$ cat src/rtl/secuenciador_teclado_pkg.sv
// Shared definitions for the keypad entry sequencer: key codes, the
// debouncer FSM encoding and small key-classification helpers.
package teclado_pkg;

    // Scanner codes above the 0-15 key range
    localparam logic [4:0] KEY_NONE    = 5'd16;
    localparam logic [4:0] KEY_INVALID = 5'd17;

    // Function keys inside the 0-15 range
    localparam logic [3:0] KEY_BORRAR  = 4'hE;
    localparam logic [3:0] KEY_ENTER   = 4'hF;

    // Debouncer / release-detector states
    typedef enum logic [1:0] {
        ST_IDLE     = 2'd0,
        ST_DEBOUNCE = 2'd1,
        ST_ACCEPT   = 2'd2,
        ST_WAIT_REL = 2'd3
    } estado_t;

    // A scanner code is a real key only below KEY_NONE; KEY_INVALID and
    // anything else above counts as "no key".
    function automatic logic es_tecla(input logic [4:0] code);
        return (code < KEY_NONE);
    endfunction

    // Decimal digit keys 0-9
    function automatic logic es_digito(input logic [3:0] code);
        return (code <= 4'd9);
    endfunction

endpackage

$ cat src/rtl/secuenciador_teclado_if.sv
// Keypad sequencer bus: scanner code and consumer handshake in, entry
// buffer, committed value and event pulses out.
// master = sequencer side, slave = scanner/consumer side.
interface secuenciador_teclado_if #(
    parameter int N_DIG = 3
);
    localparam int NW = $clog2(N_DIG + 1);

    logic [4:0]         digito;
    logic               valor_rdy;
    logic [4*N_DIG-1:0] bcd;
    logic [NW-1:0]      n_dig;
    logic [4*N_DIG-1:0] valor;
    logic               valor_vld;
    logic               tecla_evt;
    logic               error;

    modport master (
        input  digito, valor_rdy,
        output bcd, n_dig, valor, valor_vld, tecla_evt, error
    );

    modport slave (
        output digito, valor_rdy,
        input  bcd, n_dig, valor, valor_vld, tecla_evt, error
    );

endinterface

$ cat src/rtl/secuenciador_teclado_antirrebote.sv
// antirrebote_tecla: debounces the scanner code and waits for the key to
// be released before arming again. Emits the accepted 4-bit code with a
// one-cycle strobe that is high during the ACCEPT state.
module antirrebote_tecla
    import teclado_pkg::*;
#(
    parameter int DEB_CNT = 3
) (
    input  logic       clk,
    input  logic       rst_n,
    input  logic [4:0] digito,
    output logic [3:0] codigo,
    output logic       strobe
);

    localparam int            CW       = $clog2(DEB_CNT + 1);
    localparam logic [CW-1:0] CNT_LAST = CW'(DEB_CNT - 1);

    estado_t       estado_r, estado_s;
    logic [CW-1:0] cuenta_r, cuenta_s;
    logic [3:0]    codigo_r, codigo_s;
    logic          strobe_r, strobe_s;
    logic          tecla_s;

    assign tecla_s = es_tecla(digito);

    // Next-state logic: count identical key samples, then identical no-key samples
    always_comb begin
        estado_s = estado_r;
        cuenta_s = cuenta_r;
        codigo_s = codigo_r;
        strobe_s = 1'b0;
        case (estado_r)
            ST_IDLE: begin
                if (tecla_s) begin
                    codigo_s = digito[3:0];
                    if (CNT_LAST == '0) begin
                        estado_s = ST_ACCEPT;
                        strobe_s = 1'b1;
                        cuenta_s = '0;
                    end else begin
                        estado_s = ST_DEBOUNCE;
                        cuenta_s = CW'(1);
                    end
                end else begin
                    cuenta_s = '0;
                end
            end
            ST_DEBOUNCE: begin
                if (!tecla_s) begin
                    estado_s = ST_IDLE;
                    cuenta_s = '0;
                end else if (digito[3:0] != codigo_r) begin
                    // A different key restarts the count with the new code
                    codigo_s = digito[3:0];
                    cuenta_s = CW'(1);
                end else if (cuenta_r == CNT_LAST) begin
                    estado_s = ST_ACCEPT;
                    strobe_s = 1'b1;
                    cuenta_s = '0;
                end else begin
                    cuenta_s = cuenta_r + CW'(1);
                end
            end
            ST_ACCEPT: begin
                estado_s = ST_WAIT_REL;
                cuenta_s = '0;
            end
            ST_WAIT_REL: begin
                if (tecla_s) begin
                    cuenta_s = '0;
                end else if (cuenta_r == CNT_LAST) begin
                    estado_s = ST_IDLE;
                    cuenta_s = '0;
                end else begin
                    cuenta_s = cuenta_r + CW'(1);
                end
            end
            default: begin
                estado_s = ST_IDLE;
                cuenta_s = '0;
            end
        endcase
    end

    // State, counter, captured code and strobe registers
    always_ff @(posedge clk or negedge rst_n) begin
        if (!rst_n) begin
            estado_r <= ST_IDLE;
            cuenta_r <= '0;
            codigo_r <= 4'h0;
            strobe_r <= 1'b0;
        end else begin
            estado_r <= estado_s;
            cuenta_r <= cuenta_s;
            codigo_r <= codigo_s;
            strobe_r <= strobe_s;
        end
    end

    assign codigo = codigo_r;
    assign strobe = strobe_r;

endmodule

$ cat src/rtl/secuenciador_teclado.sv
// secuenciador_teclado: keypad entry sequencer. Debounced keys build a BCD
// entry (newest digit in the low nibble); 0xE deletes the newest digit,
// 0xF commits the entry to valor with a valid/ready handshake.
// Optional build macro TECLADO_TIMEOUT_EN adds an idle auto-clear of the
// entry after TIMEOUT_CNT cycles without a key.
module secuenciador_teclado
    import teclado_pkg::*;
#(
    parameter int DEB_CNT     = 3,
    parameter int N_DIG       = 3,
    parameter int TIMEOUT_CNT = 500
) (
    input logic                   clk,
    input logic                   rst_n,
    secuenciador_teclado_if.master bus
);

    localparam int            BW     = 4 * N_DIG;
    localparam int            NW     = $clog2(N_DIG + 1);
    localparam logic [NW-1:0] N_FULL = NW'(N_DIG);

    logic [3:0]    tecla_cod_s;
    logic          tecla_stb_s;
    logic          timeout_s;

    logic [BW-1:0] bcd_r, bcd_s;
    logic [NW-1:0] n_dig_r, n_dig_s;
    logic [BW-1:0] valor_r, valor_s;
    logic          valor_vld_r, valor_vld_s;
    logic          error_r, error_s;

    antirrebote_tecla #(
        .DEB_CNT (DEB_CNT)
    ) u_antirrebote (
        .clk    (clk),
        .rst_n  (rst_n),
        .digito (bus.digito),
        .codigo (tecla_cod_s),
        .strobe (tecla_stb_s)
    );

`ifdef TECLADO_TIMEOUT_EN
    localparam int TW = $clog2(TIMEOUT_CNT + 1);
    logic [TW-1:0] inactivo_r;

    assign timeout_s = (inactivo_r == TW'(TIMEOUT_CNT));

    // Idle counter: restarts on every accepted key, saturates at the limit
    always_ff @(posedge clk or negedge rst_n) begin
        if (!rst_n) begin
            inactivo_r <= '0;
        end else if (tecla_stb_s) begin
            inactivo_r <= '0;
        end else if (timeout_s) begin
            inactivo_r <= inactivo_r;
        end else begin
            inactivo_r <= inactivo_r + TW'(1);
        end
    end
`else
    // Parameter kept so both builds share one parameter list
    localparam int timeout_cnt_unused = TIMEOUT_CNT;

    assign timeout_s = 1'b0;
`endif

    // Entry buffer and commit handshake next-state logic
    always_comb begin
        bcd_s       = bcd_r;
        n_dig_s     = n_dig_r;
        valor_s     = valor_r;
        error_s     = 1'b0;
        if (valor_vld_r && bus.valor_rdy) begin
            valor_vld_s = 1'b0;
        end else begin
            valor_vld_s = valor_vld_r;
        end

        if (tecla_stb_s) begin
            case (tecla_cod_s)
                KEY_BORRAR: begin
                    // Deleting from an empty entry is silently ignored
                    if (n_dig_r != '0) begin
                        bcd_s   = bcd_r >> 4;
                        n_dig_s = n_dig_r - NW'(1);
                    end else begin
                        bcd_s   = bcd_r;
                    end
                end
                KEY_ENTER: begin
                    // Commit only a non-empty entry and never overwrite a pending one
                    if ((n_dig_r != '0) && !valor_vld_r) begin
                        valor_s     = bcd_r;
                        valor_vld_s = 1'b1;
                        bcd_s       = '0;
                        n_dig_s     = '0;
                    end else begin
                        error_s     = 1'b1;
                    end
                end
                default: begin
                    if (es_digito(tecla_cod_s)) begin
                        if (n_dig_r != N_FULL) begin
                            bcd_s   = BW'({bcd_r, tecla_cod_s});
                            n_dig_s = n_dig_r + NW'(1);
                        end else begin
                            error_s = 1'b1;
                        end
                    end else begin
                        // Keys 0xA-0xD only produce the event pulse
                        bcd_s = bcd_r;
                    end
                end
            endcase
        end else if (timeout_s && (n_dig_r != '0)) begin
            bcd_s   = '0;
            n_dig_s = '0;
        end else begin
            bcd_s   = bcd_r;
        end
    end

    // Entry, committed value and error pulse registers
    always_ff @(posedge clk or negedge rst_n) begin
        if (!rst_n) begin
            bcd_r       <= '0;
            n_dig_r     <= '0;
            valor_r     <= '0;
            valor_vld_r <= 1'b0;
            error_r     <= 1'b0;
        end else begin
            bcd_r       <= bcd_s;
            n_dig_r     <= n_dig_s;
            valor_r     <= valor_s;
            valor_vld_r <= valor_vld_s;
            error_r     <= error_s;
        end
    end

    assign bus.bcd       = bcd_r;
    assign bus.n_dig     = n_dig_r;
    assign bus.valor     = valor_r;
    assign bus.valor_vld = valor_vld_r;
    assign bus.tecla_evt = tecla_stb_s;
    assign bus.error     = error_r;

endmodule

$ cat src/flat_wrapper.sv
// flat-port wrapper written by rule: the top's interface ports become plain ports
module secuenciador_teclado_flat import teclado_pkg::*;
#(
    parameter int DEB_CNT     = 3,
    parameter int N_DIG       = 3,
    parameter int TIMEOUT_CNT = 500
)
  (clk, rst_n, bus_digito, bus_valor_rdy, bus_bcd, bus_n_dig, bus_valor, bus_valor_vld, bus_tecla_evt, bus_error);
  secuenciador_teclado_if #(.N_DIG(N_DIG)) bus_i ();
  input logic clk;
  input logic rst_n;
  input wire logic [$bits(bus_i.digito)-1:0] bus_digito;
  input wire logic [$bits(bus_i.valor_rdy)-1:0] bus_valor_rdy;
  output wire logic [$bits(bus_i.bcd)-1:0] bus_bcd;
  output wire logic [$bits(bus_i.n_dig)-1:0] bus_n_dig;
  output wire logic [$bits(bus_i.valor)-1:0] bus_valor;
  output wire logic [$bits(bus_i.valor_vld)-1:0] bus_valor_vld;
  output wire logic [$bits(bus_i.tecla_evt)-1:0] bus_tecla_evt;
  output wire logic [$bits(bus_i.error)-1:0] bus_error;
  assign bus_i.digito = bus_digito;
  assign bus_i.valor_rdy = bus_valor_rdy;
  assign bus_bcd = bus_i.bcd;
  assign bus_n_dig = bus_i.n_dig;
  assign bus_valor = bus_i.valor;
  assign bus_valor_vld = bus_i.valor_vld;
  assign bus_tecla_evt = bus_i.tecla_evt;
  assign bus_error = bus_i.error;
  secuenciador_teclado #(.DEB_CNT(DEB_CNT), .N_DIG(N_DIG), .TIMEOUT_CNT(TIMEOUT_CNT)) u_core (.clk(clk), .rst_n(rst_n), .bus(bus_i));
endmodule
$ cat config.mk
export PLATFORM = sky130hd
export DESIGN_NAME = secuenciador_teclado_flat
export DESIGN_NICKNAME = d
export VERILOG_FILES = /design/src/rtl/secuenciador_teclado_pkg.sv /design/src/rtl/secuenciador_teclado_if.sv /design/src/rtl/secuenciador_teclado_antirrebote.sv /design/src/rtl/secuenciador_teclado.sv /design/src/flat_wrapper.sv
export SDC_FILE = /design/constraint.sdc
export NUM_CORES = 1
export LEC_CHECK = 0
export BUFFER_PORTS_ARGS = -buffer_cell sky130_fd_sc_hd__buf_2
export CAP_MARGIN = 10
export CORE_MARGIN = 2
export CORE_UTILIZATION = 50
export CTS_CLUSTER_DIAMETER = 200
export DETAILED_ROUTE_END_ITERATION = 10
export PLACE_DENSITY_LB_ADDON = 0.12
export REMOVE_ABC_BUFFERS = 1
export SLEW_MARGIN = 40
export SYNTH_ARGS = -nofsm -noshare
export SYNTH_HDL_FRONTEND = slang
export SYNTH_SLANG_ARGS = --single-unit
$ cat constraint.sdc
create_clock -name clk -period 2.9 [get_ports clk]
set_input_delay 0.145 -clock clk [delete_from_list [all_inputs] [get_ports clk]]
set_output_delay 0.145 -clock clk [all_outputs]
set_load 0.05 [all_outputs]
Word-level counts from Yosys, hierarchy flattened
Cells that the tools add are included.
{"block": "word_totals", "out_inout_bits": 29, "elab_cells": 83, "register_bits": 37}
{"block": "op_classes", "magnitude_cmp": 2, "reduce_logical": 12, "n_eq_ne": 17, "addsub": 3, "mux": 40}
{"cell": "$mux 12", "n": 4}
{"cell": "$mux 2", "n": 14}
{"cell": "$pmux 12 s2", "n": 1}
{"cell": "$pmux 2 s4", "n": 2}
{"cell": "$mux 1", "n": 13}
{"cell": "$mux 4", "n": 3}
{"cell": "$ne 2x2->1 const B", "n": 6}
{"cell": "$reduce_and 5->1", "n": 2}
{"cell": "$eq 4x4->1 const B", "n": 2}
{"cell": "$pmux 4 s2", "n": 1}
{"cell": "$eq 2x2->1 const B", "n": 3}
{"cell": "$ne 3x3->1 const B", "n": 2}
{"cell": "$reduce_bool 3->1", "n": 2}
{"cell": "$lt 5x5->1 const B", "n": 1}
{"cell": "$add 2x1->2 const B", "n": 2}
{"cell": "$le 4x4->1 const B", "n": 1}
{"cell": "$ne 2x1->1 const B", "n": 2}
{"cell": "$ne 4x4->1", "n": 1}
{"cell": "$pmux 2 s2", "n": 1}
{"cell": "$reduce_and 4->1", "n": 1}
{"cell": "$reduce_bool 2->1", "n": 2}
{"cell": "$reduce_and 3->1", "n": 1}
{"cell": "$eq 2x1->1 const B", "n": 1}
{"cell": "$logic_and 1x1->1", "n": 2}
{"cell": "4 further kinds", "n": 4}

Longest topological paths before layout
Gate-level depths: netlist of the first run.
{"block": "depth", "depth_word": 5, "ltp_mapped": 6, "depth_no_buf": 4}

By module
A second synthesis of the first run with hierarchy kept.
{"block": "unflattened", "hier_cells": 144, "area_unflattened_um2": 1811.7}
{"module": "secuenciador_teclado", "area_per_inst_um2": 1376.3, "cells_each": 108, "n_inst": 1}
{"module": "antirrebote_tecla", "area_per_inst_um2": 435.4, "cells_each": 36, "n_inst": 1}

Worst setup path after synthesis of the first run
Ideal clock, no wire load.
{"block": "synth_path", "path_type": "register -> register", "from": "reg u_core.n_dig_r[0], in the netlist u_core.bus.n_dig[0]", "to": "reg u_core.valor_r[8], in the netlist u_core.bus.valor[8]", "t_arrival_ps": 1729, "slack_ps": 1043, "stages_incl_launch_ff": 7, "n_path_buf": 2, "period_less_slack_ps": 1857, "cell_sequence": "dfrtp_1 buf_2 nor2_1 nor2_2 nand4_4 buf_6 mux2_1"}
{"block": "synth_via", "elab_chain_cells": 3}
{"element": "start: declaration", "line": "secuenciador_teclado.sv:27", "text": "logic [NW-1:0] n_dig_r, n_dig_s;"}
{"element": "start signal: assignment", "line": "secuenciador_teclado.sv:133", "text": "n_dig_r <= n_dig_s;"}
{"element": "$reduce_bool 2->1", "line": "secuenciador_teclado.sv:92", "text": "if ((n_dig_r != '0) && !valor_vld_r) begin"}
{"element": "$logic_and 1x1->1", "line": "secuenciador_teclado.sv:92"}
{"element": "$reduce_and 3->1 (no source line)"}
{"element": "end signal: assignment", "line": "secuenciador_teclado.sv:134", "text": "valor_r <= valor_s;"}
{"element": "end: declaration", "line": "secuenciador_teclado.sv:28", "text": "logic [BW-1:0] valor_r, valor_s;"}
Every way passes these cells.
A chain may end at the register's enable or synchronous reset.

Final worst setup path of the first run
{"block": "layout_path", "from": "reg u_core.u_antirrebote.codigo_r[3], in the netlist u_core.u_antirrebote.codigo[3]", "to": "reg u_core.bcd_r[7], in the netlist u_core.bus.bcd[7]"}
{"block": "layout_via", "elab_chain_cells": 3, "word_cells_on_any_way": 9, "classes_between": "1 x order compare; 4 x eq/ne; 1 x mux; 3 x reduce/logical"}
{"element": "start: declaration", "line": "secuenciador_teclado_antirrebote.sv:21", "text": "logic [3:0] codigo_r, codigo_s;"}
{"element": "start signal: assignment", "line": "secuenciador_teclado_antirrebote.sv:96", "text": "codigo_r <= codigo_s;"}
{"element": "$le 4x4->1 / $eq 4x4->1 (equally long branches)", "line": "secuenciador_teclado_pkg.sv:29, secuenciador_teclado.sv:80"}
{"element": "$reduce_bool 3->1 (no source line) / $ne 2x1->1 (equally long branches)"}
{"element": "$reduce_and 5->1 (no source line)"}
{"element": "end signal: assignment", "line": "secuenciador_teclado.sv:132", "text": "bcd_r <= bcd_s;"}
{"element": "end: declaration", "line": "secuenciador_teclado.sv:26", "text": "logic [BW-1:0] bcd_r, bcd_s;"}
Several ways; a longest one is shown, not always the timed one.

==> impl_metrics.py, run 1 <==
metrics = {
    "worst_setup_path": {
        "path_class": "flop to flop",
        "worstPathRequired_ns": 3.14,
        "arrival_ns": 2.10,
        "end_kind": "flop",
        "startpoint": "u_core.u_antirrebote.codigo[3]",
        "rr_startpoint": "u_core.u_antirrebote.codigo[3]",
        "r2r-end": "u_core.bus.bcd[7]",
        "cp_max_fo": 18,
        "r2r_slack_ns": 1.04,
        "worst_r2r_path_depth": 4,
        "cp-start-kind": "flop",
    },
    "floorplan": {
        "fp.dieH_um": 63.7,
        "core.rowCount": 21,
        "fp.dieW_um": 63.7,
        "coreArea_um2": 3390,
        "ios": 37,
        "die-area_um2": 4050,
        "initial_core_util": 0.525,
    },
    "routing": {
        "finalWirelength_um": 3230,
        "via_per_inst": 5.09,
        "drc": 0,
        "vias": 1222,
        "drtIter0Drc": 38,
        "first_pass_iters": 4,
        "antenna_left": 0,
        "wl_per_cell_um": 13.5,
    },
    "worst_hold_path": {
        "min_from": "bus_digito[2]",
        "hold_class": "primary input to flop",
        "whs_endpoint": "u_core.u_antirrebote.codigo[2]",
        "hold_path_depth": 3,
    },
    "timing": {
        "fin_crit_ns": 1.86,
        "fmax_ghz": 0.538,
        "worst_slack_ns": 1.04,
        "fin_tns_setup_ns": 0,
        "rsz0062_at_grt": "no",
        "slew_viol_final": 0,
        "worstMarginPinSlew_ns": 0.595,
        "maxSlewHeadroom": 0.602,
        "setup_viol": 0,
        "final_hold_viol_count": 0,
        "finalClockSkew_ns": 0.0175,
        "fin_crit_sh": 0.641,
    },
    "final_layout": {
        "multiInputGateArea_um2": 763,
        "layout-drive-gt1-share": 0.361,
        "antenna_cells": 0,
        "nFillCells": 279,
        "syn2layout_area_growth_pct": 16.4,
        "seq_area_um2": 926,
        "nets": 202,
    },
    "synth": {
        "yosys-top-cells-area": "dfrtp_1 (52%), mux2_2 (10%), nand2_1 (4.0%)",
        "avgSynthCellArea_um2": 11.4,
        "synth_cell_type_count": 38,
        "synthesis.area_um2": 1780,
        "ys_seq_area_frac": 0.520,
        "ys_warn_count": 0,
        "yosys.area.top_type": "dfrtp_1",
        "ys.flop_type": "dfrtp_1",
        "ys_ff_latch": 37,
        "async_flop_share": 1.00,
        "syn_inst": 156,
        "synth_top_area_frac": 0.520,
        "synth_edf_count": 0,
    },
    "placed_design": {
        "port_buffers": 36,
        "dp_slack_ns": 1.04,
        "dp_hpwl_um": 2320,
        "gp_congestion": 0.777,
    },
    "global_route": {
        "grt_max_degree": 38,
        "antenna_found_initial": 0,
        "grtUsageTotal": 0.188,
        "overflow": 0,
        "grt_pass1_vias": 1252,
        "grt_pass1_wl_um": 5850,
    },
    "power": {
        "power.total_mw": 0.946,
        "p_leak_nw": 1.04,
        "peakVddDrop_mv": 0.250,
        "power.density_nw_per_um2": 456,
    },
    "clock_network": {
        "cts_buffers": 5,
        "cts_resized": 0,
        "max-clock-path-buffers": 2,
        "clock_latency_ns": 0.35,
        "clkSlewWorstSetupHoldPaths_ns": 0.11,
        "cts_tree": "built",
        "clkSinkCount": 37,
        "cts_max_level": 2,
        "cts-root-buf": "clkbuf_4",
    },
    "flow_run": {
        "max_cap_viol_count": 0,
    },
    "outcome": {
        "status": "finished, final reports clean",
    },
}
[synthesized netlist by cell type, types with 2 or more instances]
cell type,count
dfrtp_1,37
nand2_1,19
mux2_2,16
inv_1,11
o21ai_0,8
mux2i_1,6
a21oi_1,5
nor2_1,5
buf_2,4
o31ai_1,4
xor2_1,4
a31oi_1,3
mux2_4,3
a21oi_2,2
and2_1,2
buf_6,2
clkbuf_1,2
nor3_1,2
nor3b_1,2
[cells in the final DEF, fill, tap and decap left out, types with 2 or more instances in the layout]
cell type / Yosys / routed
mux2_2: 16 / 16
dfrtp_1: 37 / 37
a31oi_1: 3 / 3
nor3_1: 2 / 2
inv_1: 11 / 11
o31ai_1: 4 / 4
nand2_1: 19 / 19
xor2_1: 4 / 4
mux2i_1: 6 / 6
clkbuf_4: 0 / 5
o21ai_0: 8 / 8
a21oi_2: 2 / 2
mux2_4: 3 / 3
buf_2: 4 / 35
nor2_1: 5 / 5
and2_1: 2 / 2
dlygate4sd3_1: 0 / 3
nor3b_1: 2 / 2
a21oi_1: 5 / 5
[how the worst max path moves through the flow]
stage          slack (ns)             endpoint  depth (start not counted)
2_1_floorplan        1.14  u_core.bus.valor[8]                          4
3_3_place_gp         1.13    u_core.bus.bcd[0]                          4
3_5_place_dp         1.04    u_core.bus.bcd[2]                          4
4_1_cts              1.02    u_core.bus.bcd[2]                          4
5_1_grt              0.91    u_core.bus.bcd[2]                          4
6_report             1.04    u_core.bus.bcd[7]                          4
[layout make-up]
class	count	area share
clock buffers	5	0.0181
flip-flops and latches	37	0.447
multi-input cells	100	0.368
repair buffers	39	0.103
inverters	11	0.0199
clock inverters	2	0.0169
well taps	46	0.0278
[per-stage QoR]
| stage | std cells | hold WS [ns] | instance area (um2) | util |
|---|---|---|---|---|
| 2_1_floorplan | 148 | -0.151 | 1730 | - |
| 3_3_place_gp | 230 | 0.276 | 1970 | 0.581 |
| 3_5_place_dp | 230 | 0.284 | 1970 | 0.581 |
| 4_1_cts | 240 | 0.0225 | 2070 | 0.611 |
| 5_1_grt | 240 | 0.0428 | 2070 | 0.612 |
| 6_report | 240 | 0.0364 | 2070 | 0.612 |
[per-layer routing]
metal	global-route usage	routed length, um
met1	0.243	1490
met2	0.291	1490
met3	0.0411	178
met4	0.109	77
met5	0	0
[kinds of logic after synthesis]
kind of cell,count (synthesis),share of synthesized area
multiplexers,26,0.167
flip-flops,37,0.520
buffers and inverters,19,0.0513
XOR/XNOR,5,0.0246
AND/OR/NAND/NOR,41,0.129
AO/OA/AOI/OAI,28,0.109
[where the power goes]
part | switching, mW | leakage, nW | internal, mW | total (mW)
registers | 0.0186 | 0.504 | 0.523 | 0.542
logic | 0.0381 | 0.494 | 0.0267 | 0.0648
clock network | 0.164 | 0.0410 | 0.176 | 0.340
[registers in the layout, summed over array words and instances (netlist names), named ones only]
signal,flops
u_core.bus.bcd,12
u_core.bus.error,1
u_core.bus.n_dig,2
u_core.bus.valor,12
u_core.bus.valor_vld,1
u_core.u_antirrebote.codigo,4
u_core.u_antirrebote.cuenta_r,2
u_core.u_antirrebote.estado_r,1
u_core.u_antirrebote.strobe,1
[worst max-delay path, stage by stage (launching register included)]
cell and delay (ns):
dfrtp_1 0.53, nand3_2 0.33, a21oi_2 0.22, o211a_4 0.31
mux2_2 0.36
[repair_timing]
action,CTS,global route
hold buffers,3,0
buffers inserted,0,0
endpoints found under the hold margin,39,0
Note: power is estimated with default switching activity, not from simulation.
==> run 2, diff against run 1 <==
Clock period 2.9 ns to 1.9 ns, I/O delays scaled along.
==> impl_metrics.py, run 2 (same netlist as run 1, synthesis figures left out) <==
metrics = {
    "global_route": {
        "grtUsageTotal": 0.186,
        "grt_pass1_wl_um": 5670,
        "overflow": 0,
        "grt_max_degree": 38,
        "grt_pass1_vias": 1214,
        "antenna_found_initial": 0,
    },
    "power": {
        "power.density_nw_per_um2": 693,
        "peakVddDrop_mv": 0.412,
        "p_leak_nw": 1.06,
        "power.total_mw": 1.47,
    },
    "clock_network": {
        "cts_resized": 0,
        "clkSinkCount": 37,
        "cts_max_level": 2,
        "cts_tree": "built",
        "cts_buffers": 5,
        "cts_hold_buf": 6,
        "max-clock-path-buffers": 2,
        "clock_latency_ns": 0.35,
        "cts_setup_buffers": 0,
        "cts-root-buf": "clkbuf_4",
        "clkSlewWorstSetupHoldPaths_ns": 0.11,
    },
    "placed_design": {
        "port_buffers": 36,
        "gp_congestion": 0.865,
        "dp_hpwl_um": 2330,
    },
    "timing": {
        "fin_tns_setup_ns": 0,
        "fin_crit_ns": 1.66,
        "fmax_ghz": 0.603,
        "slew_viol_final": 0,
        "fin_crit_sh": 0.873,
        "hold_slack_ns": 0.0176,
        "rsz0062_at_grt": "no",
        "maxSlewHeadroom": 0.574,
        "final_hold_viol_count": 0,
        "setup_viol": 0,
        "finalClockSkew_ns": 0.0108,
        "worstMarginPinSlew_ns": 0.636,
    },
    "final_layout": {
        "final_cell_mix": "dfrtp_1 (37), buf_2 (35), nand2_1 (19)",
        "nets": 207,
        "antenna_cells": 0,
        "mostFrequentLayoutCell": "dfrtp_1",
        "post-route-util": 0.625,
        "layout-drive-gt1-share": 0.362,
        "syn2layout_area_growth_pct": 19.0,
    },
    "floorplan": {
        "coreArea_um2": 3390,
        "initial_core_util": 0.525,
        "fp.dieW_um": 63.7,
        "ios": 37,
        "core.rowCount": 21,
        "fp.dieH_um": 63.7,
        "die-area_um2": 4050,
    },
    "routing": {
        "antenna_left": 0,
        "via_per_inst": 5.21,
        "finalWirelength_um": 3350,
        "first_pass_iters": 4,
        "wl_per_cell_um": 13.7,
        "drtIter0Drc": 55,
        "vias": 1277,
        "drc": 0,
    },
    "outcome": {
        "status": "finished, final reports clean",
    },
    "worst_setup_path": {
        "rr_startpoint": "u_core.u_antirrebote.codigo[1]",
        "startpoint": "u_core.u_antirrebote.codigo[1]",
        "end_kind": "flop",
        "arrival_ns": 1.90,
        "cp_max_fo": 13,
        "cp-start-kind": "flop",
        "path_class": "flop to flop",
        "worstPathRequired_ns": 2.14,
    },
    "worst_hold_path": {
        "min_from": "bus_digito[3]",
        "hold_class": "primary input to flop",
    },
    "flow_run": {
        "max_cap_viol_count": 0,
    },
}
==> run 2: path summary, 6_finish.rpt <==
| check | slack, ns | depth (start not counted) | endpoint |
|---|---|---|---|
| min reg2reg | 0.49 | 1 | u_core.u_antirrebote.cuenta_r[1] |
| max in group asynchronous | 1.35 | 2 | u_core.u_antirrebote.codigo[3] |
| max reg2reg | 0.24 | 4 | u_core.bus.bcd[2] |
| max | 0.24 | 4 | u_core.bus.bcd[2] |
| min | 0.02 | 2 | u_core.u_antirrebote.codigo[3] |
| min in group asynchronous | 0.23 | 2 | u_core.bus.valor[5] |
==> run 2: cell type report <==
| cell class | count | area [um2] |
|---|---|---|
| clock inverters | 2 | 35.0 |
| clock buffers | 5 | 37.5 |
| well taps | 46 | 57.6 |
| inverters | 11 | 41.3 |
| flip-flops and latches | 37 | 926 |
| repair buffers | 44 | 258 |
| fillers | 290 | 1270 |
| multi-input cells | 100 | 763 |
==> run 2: metal layers <==
metal | GRT usage | routed length, um | vias up
li1 | - | - | 621
met1 | 0.231 | 1510 | 623
met2 | 0.295 | 1630 | 27
met3 | 0.0625 | 144 | 6
met4 | 0.0815 | 57 | 0
met5 | 0 | 0 | -
==> run 2: through the flow <==
| step | cells | worst slack [ns] | area (um2) |
|---|---|---|---|
| 2_1_floorplan | 148 | 0.139 | 1730 |
| 3_3_place_gp | 232 | 0.284 | 1980 |
| 3_5_place_dp | 232 | 0.257 | 1980 |
| 4_1_cts | 245 | 0.251 | 2120 |
| 5_1_grt | 245 | 0.149 | 2120 |
| 6_report | 245 | 0.241 | 2120 |
==> run 2: report_power, final <==
| part | internal, mW | switching, mW |
|---|---|---|
| Combinational | 0.0487 | 0.0684 |
| Clock | 0.268 | 0.261 |
| Sequential | 0.799 | 0.0241 |
| Total | 1.12 | 0.353 |
==> run 2: worst max-delay path, stage by stage, from the launching register on <==
cell     delay [ns]
dfrtp_1        0.48
o21a_4         0.27
a21oi_2        0.12
o211a_4        0.32
mux2_2         0.36
==> run 3, diff against run 2 <==
Settings changed: CORE_UTILIZATION 50 to 54.
==> impl_metrics.py, run 3 (same netlist as run 1, synthesis figures left out) <==
metrics = {
    "placed_design": {
        "dp.cells": 231,
        "port_buffers": 36,
        "gp_congestion": 0.811,
        "placed_area_um2": 1990,
        "dp_hpwl_um": 2300,
        "dp_slack_ns": 0.248,
    },
    "worst_setup_path": {
        "worstPathRequired_ns": 2.13,
        "arrival_ns": 1.89,
        "critPathSlowestCell": "dfrtp_1",
        "r2r_slack_ns": 0.24,
        "path_class": "flop to flop",
        "cp_max_fo": 13,
        "rr_startpoint": "u_core.u_antirrebote.codigo[1]",
        "cp-start-kind": "flop",
        "startpoint": "u_core.u_antirrebote.codigo[1]",
        "end_kind": "flop",
        "path_buf_inv": 0,
        "cp.depth": 4,
        "cp_top_family": "compound AO/OA/AOI/OAI gates",
        "crit_end": "u_core.bus.bcd[7]",
        "slowest_delay_ns": 0.47,
        "cp_cell_sequence": "o21a_4, a21oi_2, o211a_4, mux2_2",
        "r2r-end": "u_core.bus.bcd[7]",
        "worst_r2r_path_depth": 4,
    },
    "final_layout": {
        "post-route-util": 0.677,
        "stdcell_count": 245,
        "final_cell_mix": "dfrtp_1 (37), buf_2 (35), nand2_1 (19)",
        "antenna_cells": 0,
        "layout-drive-gt1-share": 0.353,
        "syn2layout_area_growth_pct": 17.9,
        "nets": 208,
        "mostFrequentLayoutCell": "dfrtp_1",
        "stdcell_area_um2": 2100,
    },
    "floorplan": {
        "coreArea_um2": 3100,
        "fp.dieH_um": 61.4,
        "die-area_um2": 3770,
        "fp.dieW_um": 61.4,
        "initial_core_util": 0.574,
        "ios": 37,
        "core.rowCount": 20,
    },
    "clock_network": {
        "cts_max_level": 2,
        "clkSinkCount": 37,
        "cts_resized": 0,
        "clkSlewWorstSetupHoldPaths_ns": 0.10,
        "cts_buffers": 5,
        "clock_latency_ns": 0.34,
        "cts_tree": "built",
        "max-clock-path-buffers": 2,
        "cts-root-buf": "clkbuf_4",
    },
    "routing": {
        "via_per_inst": 5.24,
        "drc": 0,
        "wl_per_cell_um": 13.6,
        "antenna_left": 0,
        "finalWirelength_um": 3330,
        "first_pass_iters": 4,
        "drtIter0Drc": 49,
        "vias": 1284,
    },
    "timing": {
        "finalClockSkew_ns": 0.00411,
        "worstMarginPinSlew_ns": 0.463,
        "setup_viol": 0,
        "hold_slack_ns": 0.0128,
        "fin_crit_sh": 0.872,
        "fin_tns_setup_ns": 0,
        "slew_viol_final": 0,
        "final_hold_viol_count": 0,
        "rsz0062_at_grt": "no",
        "maxSlewHeadroom": 0.691,
        "fmax_ghz": 0.603,
        "fin_crit_ns": 1.66,
        "worst_slack_ns": 0.243,
    },
    "global_route": {
        "antenna_found_initial": 0,
        "grt_pass1_vias": 1257,
        "grtUsageTotal": 0.201,
        "grt_max_degree": 38,
        "overflow": 0,
        "grt_pass1_wl_um": 5460,
    },
    "worst_hold_path": {
        "hold_class": "primary input to flop",
    },
    "power": {
        "peakVddDrop_mv": 0.464,
        "power.density_nw_per_um2": 635,
        "p_leak_nw": 1.05,
        "power.total_mw": 1.33,
    },
    "flow_run": {
        "max_cap_viol_count": 0,
    },
    "outcome": {
        "status": "finished, final reports clean",
    },
}
run 3: worst min path at each step:
| stage | cells past startpoint | startpoint | endpoint |
|---|---|---|---|
| after floorplan | 0 | rst_n | asynchronous set/reset pin |
| after global placement | 1 | rst_n | u_core.bus.error |
| after detailed placement | 1 | rst_n | u_core.bus.valor_vld |
| after CTS | 2 | bus_digito[0] | u_core.u_antirrebote.codigo[0] |
| after global routing | 2 | bus_digito[0] | u_core.u_antirrebote.codigo[0] |
| final | 2 | bus_digito[0] | u_core.u_antirrebote.codigo[0] |
run 3: layout make-up:
| cell class | instances | area (um2) |
|---|---|---|
| fill | 274 | 1000 |
| sequential | 37 | 926 |
| multi-input combinational | 100 | 763 |
| timing repair buffer | 45 | 265 |
| tap | 44 | 55.1 |
| clock buffer | 8 | 48.8 |
| inverter | 11 | 41.3 |
run 3: repair_timing:
action | CTS | global route
setup buffers | 0 | 0
hold buffers | 6 | 0
hold endpoints to repair | 42 | 0
run 3: routing by layer:
metal | track usage | vias up | wire length (um)
li1 | - | 629 | -
met1 | 0.240 | 612 | 1550
met5 | 0 | - | 0
met4 | 0.0699 | 0 | 19
met3 | 0.0651 | 2 | 181
met2 | 0.340 | 41 | 1580
run 3: where the power goes:
part | total [mW] | leakage (nW) | switching (mW) | internal, mW
Combinational | 0.115 | 0.520 | 0.0654 | 0.0500
Sequential | 0.824 | 0.504 | 0.0254 | 0.799
Clock | 0.393 | 0.0265 | 0.245 | 0.148
